`src/rtl/alu_op_sequencer.sv`:
```
// alu_op_sequencer
//   Multicycle controller for the shared 32-bit ALU. Takes one data-processing
//   op per request handshake, evaluates its ARM condition against NZCV, drives
//   the ALU for one cycle, captures the result and updates NZCV.
// Ports
//   clk, reset_n             clock, asynchronous active-low reset
//   flush                    abort any in-flight op, return to IDLE
//   req_*                    op request (valid/ready, opcode, cond, S, Rn, Op2)
//   alu_inpa/inpb/cin/aluop  ALU drive (operands only non-zero during EXEC)
//   alu_result/n/z/c/v       ALU response, sampled at the end of EXEC
//   rsp_*                    result (valid/ready, result, writeback, error)
//   flags_nzcv               architectural NZCV register
module alu_op_sequencer #(
    parameter logic [3:0] FLAG_INIT = 4'b0000
) (
    input  logic        clk,
    input  logic        reset_n,
    input  logic        flush,
    input  logic        req_valid,
    output logic        req_ready,
    input  logic [3:0]  req_opcode,
    input  logic [3:0]  req_cond,
    input  logic        req_s,
    input  logic [31:0] req_rn,
    input  logic [31:0] req_op2,
    output logic [31:0] alu_inpa,
    output logic [31:0] alu_inpb,
    output logic        alu_cin,
    output logic [2:0]  alu_aluop,
    input  logic [31:0] alu_result,
    input  logic        alu_n,
    input  logic        alu_z,
    input  logic        alu_c,
    input  logic        alu_v,
    output logic        rsp_valid,
    input  logic        rsp_ready,
    output logic [31:0] rsp_result,
    output logic        rsp_wb,
    output logic        rsp_err,
    output logic [3:0]  flags_nzcv
);

    typedef enum logic [1:0] {IDLE, EVAL, EXEC, RESP} state_t;

    localparam logic [3:0] OP_AND = 4'd0,  OP_EOR = 4'd1,  OP_SUB = 4'd2;
    localparam logic [3:0] OP_ADD = 4'd4,  OP_ADC = 4'd5,  OP_SBC = 4'd6;
    localparam logic [3:0] OP_CMP = 4'd10, OP_ORR = 4'd12, OP_MOV = 4'd13;

    state_t      state;
    logic        eval_ph;   // EVAL is two cycles: decide, then launch
    logic        pass_q;    // condition passed and opcode supported
    logic        unsup_q;
    logic [3:0]  op_q;
    logic [3:0]  cond_q;
    logic        s_q;
    logic [31:0] rn_q;
    logic [31:0] op2_q;

    // opcode decode of the latched op
    logic [2:0] dec_aluop;
    logic       dec_sup;
    logic       is_logic;
    logic       is_sub;
    logic       is_cmp;

    always_comb begin
        dec_aluop = 3'b000;
        dec_sup   = 1'b1;
        case (op_q)
            OP_AND:  dec_aluop = 3'b011;
            OP_EOR:  dec_aluop = 3'b111;
            OP_SUB:  dec_aluop = 3'b000;
            OP_ADD:  dec_aluop = 3'b001;
            OP_ADC:  dec_aluop = 3'b101;
            OP_SBC:  dec_aluop = 3'b100;
            OP_CMP:  dec_aluop = 3'b000;
            OP_ORR:  dec_aluop = 3'b010;
            OP_MOV:  dec_aluop = 3'b001;
            default: dec_sup   = 1'b0;
        endcase
    end

    assign is_logic = (op_q == OP_AND) || (op_q == OP_EOR) || (op_q == OP_ORR);
    assign is_sub   = (op_q == OP_SUB) || (op_q == OP_SBC) || (op_q == OP_CMP);
    assign is_cmp   = (op_q == OP_CMP);

    // ARM condition evaluation against the current NZCV
    logic fn, fz, fc, fv, cond_ok;
    assign {fn, fz, fc, fv} = flags_nzcv;

    always_comb begin
        cond_ok = 1'b0;
        case (cond_q)
            4'd0:  cond_ok = fz;
            4'd1:  cond_ok = ~fz;
            4'd2:  cond_ok = fc;
            4'd3:  cond_ok = ~fc;
            4'd4:  cond_ok = fn;
            4'd5:  cond_ok = ~fn;
            4'd6:  cond_ok = fv;
            4'd7:  cond_ok = ~fv;
            4'd8:  cond_ok = fc & ~fz;
            4'd9:  cond_ok = ~fc | fz;
            4'd10: cond_ok = (fn == fv);
            4'd11: cond_ok = (fn != fv);
            4'd12: cond_ok = ~fz & (fn == fv);
            4'd13: cond_ok = fz | (fn != fv);
            4'd14: cond_ok = 1'b1;
            default: cond_ok = 1'b0;  // NV never executes
        endcase
    end

    // Next NZCV from the ALU response. Subtraction carry is the ALU's raw
    // borrow, inverted to ARM's not-borrow; subtract overflow is computed here
    // from the operands actually driven, since the ALU's V is add-only.
    logic [3:0] new_flags;
    logic       sub_v;
    assign sub_v = (alu_inpa[31] ^ alu_inpb[31]) & (alu_inpa[31] ^ alu_result[31]);

    always_comb begin
        new_flags = {alu_n, alu_z, flags_nzcv[1:0]};
        if (is_sub)
            new_flags[1:0] = {~alu_c, sub_v};
        else if (!is_logic)
            new_flags[1:0] = {alu_c, alu_v};
    end

    assign req_ready = (state == IDLE);
    assign alu_cin   = flags_nzcv[1];

    always_ff @(posedge clk or negedge reset_n) begin
        if (!reset_n) begin
            state      <= IDLE;
            eval_ph    <= 1'b0;
            pass_q     <= 1'b0;
            unsup_q    <= 1'b0;
            op_q       <= '0;
            cond_q     <= '0;
            s_q        <= 1'b0;
            rn_q       <= '0;
            op2_q      <= '0;
            alu_inpa   <= '0;
            alu_inpb   <= '0;
            alu_aluop  <= '0;
            rsp_valid  <= 1'b0;
            rsp_result <= '0;
            rsp_wb     <= 1'b0;
            rsp_err    <= 1'b0;
            flags_nzcv <= FLAG_INIT;
        end else if (flush) begin
            // abort: nothing committed, ALU released, response withdrawn
            state     <= IDLE;
            eval_ph   <= 1'b0;
            alu_inpa  <= '0;
            alu_inpb  <= '0;
            alu_aluop <= '0;
            rsp_valid <= 1'b0;
        end else begin
            case (state)
                IDLE: begin
                    if (req_valid) begin
                        op_q    <= req_opcode;
                        cond_q  <= req_cond;
                        s_q     <= req_s;
                        rn_q    <= req_rn;
                        op2_q   <= req_op2;
                        eval_ph <= 1'b0;
                        state   <= EVAL;
                    end
                end
                EVAL: begin
                    if (!eval_ph) begin
                        pass_q  <= cond_ok & dec_sup;
                        unsup_q <= ~dec_sup;
                        eval_ph <= 1'b1;
                    end else if (pass_q) begin
                        alu_inpa  <= (op_q == OP_MOV) ? 32'd0 : rn_q;
                        alu_inpb  <= op2_q;
                        alu_aluop <= dec_aluop;
                        state     <= EXEC;
                    end else begin
                        rsp_valid  <= 1'b1;
                        rsp_result <= '0;
                        rsp_wb     <= 1'b0;
                        rsp_err    <= unsup_q;
                        state      <= RESP;
                    end
                end
                EXEC: begin
                    rsp_valid  <= 1'b1;
                    rsp_result <= alu_result;
                    rsp_wb     <= ~is_cmp;
                    rsp_err    <= 1'b0;
                    if (is_cmp || s_q)
                        flags_nzcv <= new_flags;
                    alu_inpa   <= '0;
                    alu_inpb   <= '0;
                    alu_aluop  <= '0;
                    state      <= RESP;
                end
                RESP: begin
                    if (rsp_ready) begin
                        rsp_valid <= 1'b0;
                        state     <= IDLE;
                    end
                end
                default: state <= IDLE;
            endcase
        end
    end

endmodule
```
`config.mk`:
```
export PLATFORM = sky130hd
export DESIGN_NAME = alu_op_sequencer
export DESIGN_NICKNAME = d
export VERILOG_FILES = /design/src/rtl/alu_op_sequencer.sv
export SDC_FILE = /design/constraint.sdc
export NUM_CORES = 1
export LEC_CHECK = 0
export CORE_MARGIN = 2
export CORE_UTILIZATION = 37
export CTS_CLUSTER_DIAMETER = 30
export DETAILED_ROUTE_END_ITERATION = 10
export GPL_TIMING_DRIVEN = 0
export PLACE_DENSITY = 0.69
export SLEW_MARGIN = 15
export SYNTH_ARGS = -nofsm -noshare
export SYNTH_HDL_FRONTEND = slang
export SYNTH_SLANG_ARGS = --single-unit
```
`constraint.sdc`:
```
create_clock -name clk -period 2.2 [get_ports clk]
set_clock_uncertainty 0.1 [all_clocks]
set_input_delay 0.66 -clock clk [delete_from_list [all_inputs] [get_ports clk]]
set_output_delay 0.66 -clock clk [all_outputs]
set_load 0.05 [all_outputs]
```
* Word level (Yosys, flattened, before mapping) *
Index checks and enable logic that the tools add are counted.

storage, ports and cells
  register bits after elaboration = 184
  output and inout bits = 108

cells by class
  bitwise operators = 17
  equal/unequal tests = 35
  multiplexer cells = 41
  reductions and logical operators = 23

operators with widths
  operator              count
  $mux W32              9
  $pmux W32 S2          3
  $eq A4 B4 Y1 const B  10
  $eq A4 B3 Y1 const B  7
  $pmux W3 S6           1
  $ne A3 B3 Y1 const B  5
  $pmux W1 S15          1
  $reduce_and A3 Y1     5
  $eq A4 B2 Y1 const B  3
  $mux W1               12
  $mux W2               6
  $reduce_and A4 Y1     3
  $mux W3               3
  $not A1 Y1            9
  $reduce_or A9 Y1      1
  $eq A4 B1 Y1 const B  2
  $logic_not A4 Y1      2
  $pmux W2 S4           1
  $pmux W1 S2           3
  $pmux W3 S2           1
  $reduce_bool A3 Y1    2
  $logic_or A1 B1 Y1    5
  $and A1 B1 Y1         4
  $eq A2 B2 Y1 const B  2
  13 further kinds      16

* Logic depth before layout (Yosys ltp) *
  word-level depth = 7
  depth in mapped cells = 9

* Least setup slack after synthesis *
No wires, ideal clock.

  path kind = register to register
  from = reg state[1]
  to = reg state[1]
  setup slack = 0.187 ns
  clock period less this slack = 2.013 ns
  data arrival time = 1.789 ns
  path buffers = 0
  data required time = 1.975 ns
  stages on the path, launching flop included = 6
  cell sequence = dfrtp_1 inv_1 ha_1 nand2b_1 a31oi_1 mux2_2

on the way
  word-level cells in the longest chain between the ends = 3
  elaborated cells between the ends (all ways) = 10
  those cells by class = eq/ne: 6; mux: 2; reduce/logical: 2

ends and longest elaborated chain
  element                                       line  source
  start, declared                               49    state_t state;
  start signal, assigned                        133   state <= IDLE;
  start signal, assigned                        152   state <= IDLE;
  start signal, assigned                        168   state <= EVAL;
  $logic_not A2 Y1 (*)                          n/a
  via req_ready                                 20    output logic req_ready,
  $pmux W2 S4 or $ne A3 B3 Y1 (tied branches)   n/a
  $mux W2 or $reduce_and A3 Y1 (tied branches)  n/a

The timed path passes the listed nets; every way through them passes the cells marked *.
A chain may end at the register's enable or synchronous reset.

* Worst setup path after layout *
  from = reg alu_inpa[31]
  to = out alu_inpa[31]

RTL lines
  element                 line  source
  start, declared         26    output logic [31:0] alu_inpa,
  start signal, assigned  177   alu_inpa <= (op_q == OP_MOV) ? 32'd0 : rn_q;

No word-level cell between the ends.

==> metrics.md <==
| Metric | Value |
|---|---|
| Most common flop cell mapped by yosys | sky130_fd_sc_hd__dfrtp_1 |
| Lkg Pwr | 5.051 nW |
| Crit path kind | flop to output port |
| Max Buffers Root-to-Sink | 2 |
| Outcome | complete, no violations |
| Site row count | 51 |
| Top fanout value on the critical path | 4 |
| Core Footprint | 19400 um^2 |
| Layout Area Growth over Synthesis | 43.31% |
| Number of inserted filler cells in the final layout | 1787 |
| Met2 wire length | 8.133 mm |
| Required arrival time at the worst endpoint | 1.44 ns |
| Synthesis-stage register bit count | 184 |
| DIE HEIGHT | 144.5 um |
| Critical-path top delay cell | sky130_fd_sc_hd__clkdlybuf4s15_1 |
| Reg-to-reg slack, setup | 0.16 ns |
| Mapped Cells | 565 |
| First drt pass iteration count | 6 |
| Share of flip-flops with an asynchronous set or reset after synthesis | 100.0% |
| Via total after detailed routing | 5259 |
| Maximum VDD drop | 0.0005846 V |
| H-tree levels | 4 |
| Cell depth of the worst flop-to-flop path | 9 |
| Worst-path clk slew | 0.07 ns |
| Pwr per Cell Area | 1233 nW/um^2 |
| Full die area | 20880 um^2 |
| Inserted Clock Buffers | 17 |
| Type of the worst min-delay path | input pin to asynchronous set/reset pin |
| Cell type with the highest aggregate area in the netlist | sky130_fd_sc_hd__dfrtp_1 |
| Number of warnings printed during yosys synthesis | 0 |
| Clock tree from TritonCTS | built |
| Post-Syn Area | 7306 um^2 |
| Leading cell type in the layout, fill and taps excluded | sky130_fd_sc_hd__dfrtp_1 |
| Starting Density | 37.66% |
| Measured slew at the worst slew-check pin | 0.7053 ns |
| Count of boundary I/O pins | 222 |
| Most used cells in the layout excluding fill and tap cells | sky130_fd_sc_hd__dfrtp_1, sky130_fd_sc_hd__clkdlybuf4s50_1, sky130_fd_sc_hd__dlygate4sd2_1 |
| Number of antenna-violating nets in the routed design | 0 |
| Synth cell types | 41 |
| Net count after synthesis | 684 |
| Total GRT Usage | 17.96% |
| Maximum number of pins on one net before global-route repair | 98 |
| Data arrival time at the worst-slack endpoint | 1.39 ns |
| Final design area excluding fillers | 10470 um^2 |
| Total Wirelength | 18.34 mm |
| Layout cell share with drive strength beyond 1 | 19.64% |
| Avg Synthesized Cell Area | 12.93 um^2 |
| Relative slew margins | 52.98% |
| Buffers and inverters on the worst path | 1 |
| Post-DP HPWL | 12.91 mm |
| Highest cell delay on the worst timing path | 0.58 ns |
| Root Buffer | sky130_fd_sc_hd__clkbuf_16 |
| Cells after DPL | 1051 |
| GPL Wtd Cong | 0.7771 |
| Number of failing setup endpoints in the final timing report | 0 |
| Instance area after placement | 9872 um^2 |
| Die width | 144.5 um |
| Critical path endpoint category | output port |
| Fraction of synthesized cell area taken by the top area cell type | 63.02% |
| Sequential fraction of the synthesis area | 63.02% |
| Port Buffers | 220 |
| Fin nets | 931 |
| Final Hold Viols | 0 |
| Sum of met3 wire segment lengths after detailed routing | 1.750 mm |
| Tmin final | 2.147 ns |
| Crit Reg-Reg Startpoint | state[0]$_DFFE_PN0P_ |
| Worst-skew pair later-pin latency | 0.42 ns |
| Vias in the first global route | 5283 |
| Number of max-capacitance violations reported | 0 |
| Cells traversed along the worst timing path | clkdlybuf4s15_1 |
| Max Fclk | 465.8 MHz |
| EDFF count, synth | 0 |
| Global-route wire length before repair | 28.61 mm |
| Initial antenna violation count | 2 |
| Dominant delay contributor by cell family on the critical path | buffers and inverters |
| Critical Path Source | alu_inpa[31]$_DFFE_PN0P_ |
| Post-route met1 wirelength | 8.117 mm |
| Initial DRC Count | 223 |
| Wirelength per Cell | 16.81 um |
| Ratio of routed vias to standard cells | 4.820 |
| Count of pins over their slew limit | 0 |
| Largest cells by area after synthesis | sky130_fd_sc_hd__dfrtp_1, sky130_fd_sc_hd__mux2_2, sky130_fd_sc_hd__a22o_1 |
| Number of remaining DRC errors | 0 |
| Fin cells | 1091 |
| Sort of element at the start of the critical path | flop |
| Setup repair after global routing missed its margin | no |
| Cts-stage hold buffer count | 0 |
| Worst flop-to-flop path endpoint | alu_inpb[13]$_DFFE_PN0P_ |
| Total number of clock tree sinks | 184 |
| Global route overflow | 0 |
| Total negative slack for setup checks | 0 ns |
| Post-route clock period utilization | 97.57% |
| Highest metal layer used by the detailed router | met5 |
[how the worst max path moves through the flow]
stage,endpoint,depth (start not counted)
2_1_floorplan,state[1]$_DFFE_PN0P_,5
3_3_place_gp,rn_q[8]$_DFFE_PN0P_,1
3_5_place_dp,alu_inpa[25]$_DFFE_PN0P_,7
4_1_cts,rsp_result[19]$_DFFE_PN0P_,8
5_1_grt,req_ready,3
6_report,alu_inpa[31],1
[cell usage after synthesis, types with 2 or more instances]
library cell,instances
sky130_fd_sc_hd__a22o_1,67
sky130_fd_sc_hd__ha_1,5
sky130_fd_sc_hd__xnor2_1,2
sky130_fd_sc_hd__nand3_1,3
sky130_fd_sc_hd__a21oi_1,9
sky130_fd_sc_hd__xor2_1,2
sky130_fd_sc_hd__and3b_1,2
sky130_fd_sc_hd__inv_1,6
sky130_fd_sc_hd__nor2_1,5
sky130_fd_sc_hd__a31oi_1,2
sky130_fd_sc_hd__nand2b_1,3
sky130_fd_sc_hd__nor3b_1,5
sky130_fd_sc_hd__clkbuf_1,18
sky130_fd_sc_hd__buf_2,18
sky130_fd_sc_hd__o21ai_1,2
sky130_fd_sc_hd__nor3_1,3
sky130_fd_sc_hd__o21ai_0,37
sky130_fd_sc_hd__nor2b_1,10
sky130_fd_sc_hd__dfrtp_1,184
sky130_fd_sc_hd__mux2_2,76
sky130_fd_sc_hd__nand3b_1,2
sky130_fd_sc_hd__nand2_1,77
sky130_fd_sc_hd__a22oi_1,2
sky130_fd_sc_hd__buf_4,4
sky130_fd_sc_hd__o31ai_1,4
sky130_fd_sc_hd__mux2i_1,2
[worst reg2reg max path, cell delays in order, from the launching register on]
cell and delay, ns:
sky130_fd_sc_hd__dfrtp_1 0.41, sky130_fd_sc_hd__inv_1 0.15, sky130_fd_sc_hd__ha_1 0.16, sky130_fd_sc_hd__clkbuf_4 0.21, sky130_fd_sc_hd__nor2_1 0.06, sky130_fd_sc_hd__a21oi_1 0.15, sky130_fd_sc_hd__nor2_2 0.10, sky130_fd_sc_hd__buf_6 0.14
sky130_fd_sc_hd__clkbuf_4 0.19, sky130_fd_sc_hd__a22o_1 0.25
[layout make-up]
| cell class | count | area [um^2] | share of cell area (%) |
|---|---|---|---|
| multi-input combinational | 334 | 2511 | 23.98 |
| tap | 265 | 331.6 | 3.167 |
| clock buffer | 17 | 425.4 | 4.063 |
| clock inverter | 15 | 185.2 | 1.769 |
| sequential | 184 | 4604 | 43.98 |
| buffer | 38 | 215.2 | 2.055 |
| inverter | 7 | 26.28 | 0.2510 |
| timing repair buffer | 230 | 2168 | 20.71 |
| antenna | 1 | 2.502 | 0.02390 |
[metal layers]
metal  up-vias  track usage, %
li1       2505               -
met1      2553           23.98
met2       173           26.76
met3        26           7.219
met4         2           5.876
met5         -               0
[logic make-up after synthesis]
| logic type | Yosys count | synth area share [%] |
|---|---|---|
| DFF | 184 | 63.02 |
| AOI/OAI and AO/OA | 132 | 13.26 |
| and+or+nand+nor | 115 | 7.467 |
| muxes | 78 | 11.99 |
| buffers and inverters | 47 | 2.929 |
| adders and majority gates | 5 | 0.8563 |
| xor gates and xnor gates | 4 | 0.4796 |
[report_power, final]
group / internal [mW] / switching [mW]
combinational: 1.77 / 2.89
sequential: 4.45 / 0.589
clock: 1.82 / 1.38
total: 8.05 / 4.86
[sequential cells by signal, indices dropped and copies added (netlist names)]
name and cells:
pass_q 1, op_q 4, rsp_wb 1, rsp_err 1
op2_q 32, alu_aluop 3, alu_inpb 32, unsup_q 1
state 2, rn_q 32, alu_inpa 32, rsp_valid 1
rsp_result 32, eval_ph 1, flags_nzcv 4, cond_q 4
s_q 1
[repair_timing]
action	in CTS	in global routing
pin swaps	1	1
setup endpoints to repair	191	101
gates resized for setup	128	23
setup buffers	4	5
[through the flow]
stage | power, mW | util (%) | worst slack (ns) | hold slack (ns)
3_3_place_gp | 9.866 | 50.72 | -7.462 | 0.3596
5_1_grt | 13.73 | 53.96 | 0.0006417 | 0.1676
2_1_floorplan | 8.324 | - | 0.1868 | 0.2644
6_report | 12.91 | 53.97 | 0.05337 | 0.1141
3_5_place_dp | 9.985 | 50.89 | -0.3725 | 0.3688
4_1_cts | 12.99 | 53.64 | 0.004842 | 0.1627
Power figures use the tool's default switching activity.
